[config.mk]
export PLATFORM = sky130hd
export DESIGN_NAME = seg_scan_8
export DESIGN_NICKNAME = d
export VERILOG_FILES = /design/src/rtl/seg_scan_8.sv
export SDC_FILE = /design/constraint.sdc
export NUM_CORES = 1
export LEC_CHECK = 0
export BUFFER_PORTS_ARGS = -buffer_cell sky130_fd_sc_hd__buf_2
export CORE_ASPECT_RATIO = 1.5
export CORE_UTILIZATION = 58
export CTS_BUF_LIST = sky130_fd_sc_hd__clkbuf_4 sky130_fd_sc_hd__clkbuf_8
export DETAILED_ROUTE_END_ITERATION = 8
export MAX_ROUTING_LAYER = met4
export PLACE_DENSITY = 0.92
export SLEW_MARGIN = 25
export SYNTH_ARGS = -nofsm -noshare
export SYNTH_HDL_FRONTEND = slang
export SYNTH_SLANG_ARGS = --single-unit
[constraint.sdc]
create_clock -name sys_clk -period 5.8 [get_ports sys_clk]
set_input_delay 0.87 -clock sys_clk [delete_from_list [all_inputs] [get_ports sys_clk]]
set_output_delay 0.87 -clock sys_clk [all_outputs]
set_load 0.05 [all_outputs]
[src/rtl/seg_scan_8.sv]
// Eight-digit multiplexed common-anode seven-segment driver with per-frame snapshot.
// Optional leading-zero blanking is enabled by defining SEG_LZB_EN.
module seg_scan_8 #(
    parameter int CNT_MAX = 50000
) (
    input  logic       sys_clk,
    input  logic       sys_rst,
    input  logic [3:0] unit,
    input  logic [3:0] ten,
    input  logic [3:0] hun,
    input  logic [3:0] tho,
    input  logic [3:0] t_tho,
    input  logic [3:0] h_hun,
    input  logic [3:0] mil,
    input  logic [3:0] t_mil,
    input  logic [7:0] point,
    input  logic       seg_en,
    output logic [7:0] sel,
    output logic [7:0] seg,
    output logic       frame_tick
);

    localparam int CNT_W = 20;
    localparam logic [CNT_W-1:0] CNT_LAST = CNT_W'(CNT_MAX - 1);
    localparam logic [CNT_W-1:0] CNT_ONE  = CNT_W'(1);

    logic [CNT_W-1:0] cnt_scan;
    logic [2:0]       idx;
    logic [3:0]       snap_dig [8];
    logic [7:0]       snap_pt;
    logic [3:0]       dig_in   [8];
    logic             tick;
    logic             frame_end;
    logic             blank;
    logic [7:0]       sel_nxt;
    logic [7:0]       seg_nxt;

    function automatic logic [6:0] dec7(input logic [3:0] d);
        case (d)
            4'd0:    dec7 = 7'h40;
            4'd1:    dec7 = 7'h79;
            4'd2:    dec7 = 7'h24;
            4'd3:    dec7 = 7'h30;
            4'd4:    dec7 = 7'h19;
            4'd5:    dec7 = 7'h12;
            4'd6:    dec7 = 7'h02;
            4'd7:    dec7 = 7'h78;
            4'd8:    dec7 = 7'h00;
            4'd9:    dec7 = 7'h10;
            default: dec7 = 7'h3F;
        endcase
    endfunction

    assign dig_in[0] = unit;
    assign dig_in[1] = ten;
    assign dig_in[2] = hun;
    assign dig_in[3] = tho;
    assign dig_in[4] = t_tho;
    assign dig_in[5] = h_hun;
    assign dig_in[6] = mil;
    assign dig_in[7] = t_mil;

    assign tick      = (cnt_scan == CNT_LAST);
    assign frame_end = tick && (idx == 3'd7);

`ifdef SEG_LZB_EN
    logic [7:0] blank_mask;
    logic [7:0] blank_nxt;
    logic       zero_run;

    // A digit blanks only if it and every higher digit are zero with no point lit.
    always_comb begin
        zero_run  = 1'b1;
        blank_nxt = 8'h00;
        for (int i = 7; i >= 1; i--) begin
            zero_run     = zero_run && (dig_in[i] == 4'd0) && !point[i];
            blank_nxt[i] = zero_run;
        end
    end

    always_ff @(posedge sys_clk) begin
        if (sys_rst)
            blank_mask <= 8'hFE;
        else if (frame_end)
            blank_mask <= blank_nxt;
    end

    assign blank = blank_mask[idx];
`else
    assign blank = 1'b0;
`endif

    always_comb begin
        sel_nxt = 8'hFF;
        seg_nxt = 8'hFF;
        if (seg_en) begin
            sel_nxt = ~(8'd1 << idx);
            if (!blank)
                seg_nxt = {~snap_pt[idx], dec7(snap_dig[idx])};
        end
    end

    // Scan counters, frame snapshot, and registered display outputs.
    always_ff @(posedge sys_clk) begin
        if (sys_rst) begin
            cnt_scan   <= '0;
            idx        <= 3'd0;
            frame_tick <= 1'b0;
            snap_pt    <= 8'h00;
            sel        <= 8'hFF;
            seg        <= 8'hFF;
            for (int i = 0; i < 8; i++)
                snap_dig[i] <= 4'd0;
        end else begin
            cnt_scan   <= tick ? '0 : cnt_scan + CNT_ONE;
            frame_tick <= frame_end;
            sel        <= sel_nxt;
            seg        <= seg_nxt;
            if (tick)
                idx <= idx + 3'd1;
            if (frame_end) begin
                snap_pt <= point;
                for (int i = 0; i < 8; i++)
                    snap_dig[i] <= dig_in[i];
            end
        end
    end

endmodule
==> qor.yml <==
run_status:
  status: "complete, no violations"
sta:
  fmax_mhz: 342
  slew_viol_final: 0
  tns_ns: 0
  skew_ns: 0.0133
  slew-limit-headroom_pct: 40.0
  fin_crit_ns: 2.93
  rsz0062_at_grt: "no"
  setup_violations: 0
  tightest_slew_ns: 0.893
  fin_crit_sh_pct: 50.5
  hold_viol_final: 0
die:
  ios: 60
  die_area_um2: 6730
  start_util_pct: 60.1
  chipHeight_um: 100
  die_x_um: 67.3
  rows: 35
  coreArea_um2: 6170
routing:
  route.met3.wl_um: 285
  routed_wl_mm: 7.14
  wire_per_inst_um: 15.6
  vias_per_cell: 5.79
  wl_met2_mm: 3.80
  drc_errors: 0
  first_iter_violations: 130
  highest_layer: "met4"
  vias: 2653
  ant_nets: 0
  drt_pass1_iterations: 4
  wl_met1_mm: 2.84
clocking:
  cts_resized: 0
  ctsHoldBuffers: 0
  cts_buffers: 9
  cts_setup_buffers: 0
  htreeDepth: 3
  clock_latency_ns: 0.36
  clkSlewWorstSetupHoldPaths_ns: 0.08
  cts_tree: "yes"
  root_buffer: "clkbuf_8"
  clkSinkCount: 83
  clockBufferDepth: 2
cells_and_area:
  final_cell_area_um2: 4230
  area_growth_pct: 14.1
  drive_gt1_share_pct: 26.8
  antennaDiodeCount: 0
  fillers: 457
  nets: 435
global_route:
  grt_use_total_pct: 25.0
  grt_pass1_vias: 2607
  antenna_found_initial: 0
  grt_first_pass_wirelength_mm: 12.0
  grt_max_degree: 33
  overflow: 0
logic_synthesis:
  yosys_warnings: 0
  synth-async-reset-ratio_pct: 0
  synthTopCellsByArea: "dfxtp_1 28%, edfxtp_1 26%, mux4_2 6.1%"
  ys_types: 44
  synth.net_count: 380
  synth_top_flop_cell: "dfxtp_1"
  synth_top_cell_area_share_pct: 27.5
  synth.cell_area_um2: 3710
  synth_top_cell_by_area: "dfxtp_1"
  synth_edf_count: 32
  yosysMostFrequentCell: "dfxtp_1"
  postSynthAreaPerCell_um2: 11.5
  yosysSeqAreaShare_pct: 53.4
  synth_common_cells: "51 x dfxtp_1, 32 x edfxtp_1, 25 x and2_1"
  synthCells: 324
  yosys_register_bits: 83
worst_setup_path:
  cp.required_ns: 6.01
  crit_arrival_ns: 3.14
  max_stage_delay_ns: 0.90
  path_cells: "or4_1 > nand4bb_1 > nor4_4 > and2_1"
  cp-end-kind: "flip-flop"
  critical_path_class: "flip-flop to flip-flop"
  worst_setup_path_start_kind: "flip-flop"
  crit_path_top_delay_cell: "nor4_4"
  path_max_fanout: 25
pwr:
  netSwitchingPower_mw: 0.247
  p_leak_nw: 1.58
  seq_power_share_pct: 56.3
  clkPwrFrac_pct: 38.3
  totalPowerFinal_mw: 1.11
  ir_worst_vdd_mv: 0.202
  internal_power_mw: 0.860
  p_sw_share_pct: 22.3
  power_per_cell_area_nw_per_um2: 262
  combPwrFrac_pct: 5.5
placed_design:
  gp_congestion: 0.830
  hpwlAfterDp_mm: 4.91
  post_dp_cell_area_um2: 4030
  portBuffers: 59
job:
  drv_cap: 0
worst_hold_path:
  hold_class: "flip-flop to flip-flop"
routing by layer:
layer | global-route usage (%) | vias to the layer above
li1 | - | 1281
met1 | 29.2 | 1262
met2 | 39.8 | 89
met3 | 3.18 | 21
met4 | 15.5 | 0
met5 | - | -
sequential cells by signal, indices dropped and copies added (netlist names), named ones only:
register / cells
cnt_scan: 20
idx: 3
seg: 8
sel: 8
snap_dig: 32
snap_pt: 8
frame_tick: 1
kinds of logic after synthesis:
kind of cell	count (synthesis)	share of synthesized area, %
simple gates	121	19.1
flops	83	53.4
compound gates	46	7.72
buf+inv	30	3.91
mux	19	8.67
fa+ha+maj	13	4.38
xor+xnor	12	2.83
critical path, delay by kind of cell (launching register included):
kind	cells	cell delay (ns)
and+or+nand+nor	4	2.39
DFF	1	0.39
power groups by stage:
stage               registers, mW  clock network [mW]  logic [mW]
global route                0.625               0.455      0.0656
CTS                         0.624               0.427      0.0607
detailed placement          0.637                   0      0.0603
finish                      0.623               0.424      0.0606
global placement            0.636                   0      0.0588
floorplan                   0.646                   0      0.0267
per-stage QoR:
step	cells	worst slack, ns	utilization [%]	hold WS (ns)
2_1_floorplan	324	1.49	-	0.426
3_3_place_gp	442	3.04	65.2	0.436
3_5_place_dp	442	2.90	65.2	0.446
4_1_cts	458	2.87	68.5	0.463
5_1_grt	458	2.66	68.5	0.488
6_report	458	2.87	68.5	0.458
path summary, 6_finish.rpt:
| path | slack, ns | cells after the start | from | end |
|---|---|---|---|---|
| max | 2.87 | 4 | cnt_scan[10] | snap_dig[3][0] |
| min | 0.46 | 1 | cnt_scan[0] | cnt_scan[0] |
| max reg2reg | 2.87 | 4 | cnt_scan[10] | snap_dig[3][0] |
| min reg2reg | 0.46 | 1 | cnt_scan[0] | cnt_scan[0] |
cells in the final DEF, fill, tap and decap left out, types with 12 or more instances in the layout:
master    count
buf_2        59
dfxtp_1      51
edfxtp_1     32
and2_1       25
nor2_1       23
a21oi_1      19
nand2_1      16
inv_1        13
ha_1         13
nand4_1      12
o31ai_1      12
area by class of cell:
type,count,area [um^2],area share [%]
Clock buffer,11,145,3.43
Clock inverter,5,60.1,1.42
Inverter,14,52.6,1.24
Multi-Input combinational cell,211,1600,37.7
Sequential cell,83,1980,46.8
Tap cell,74,92.6,2.19
Timing Repair Buffer,60,303,7.16
Note: power is estimated with default switching activity, not from simulation.
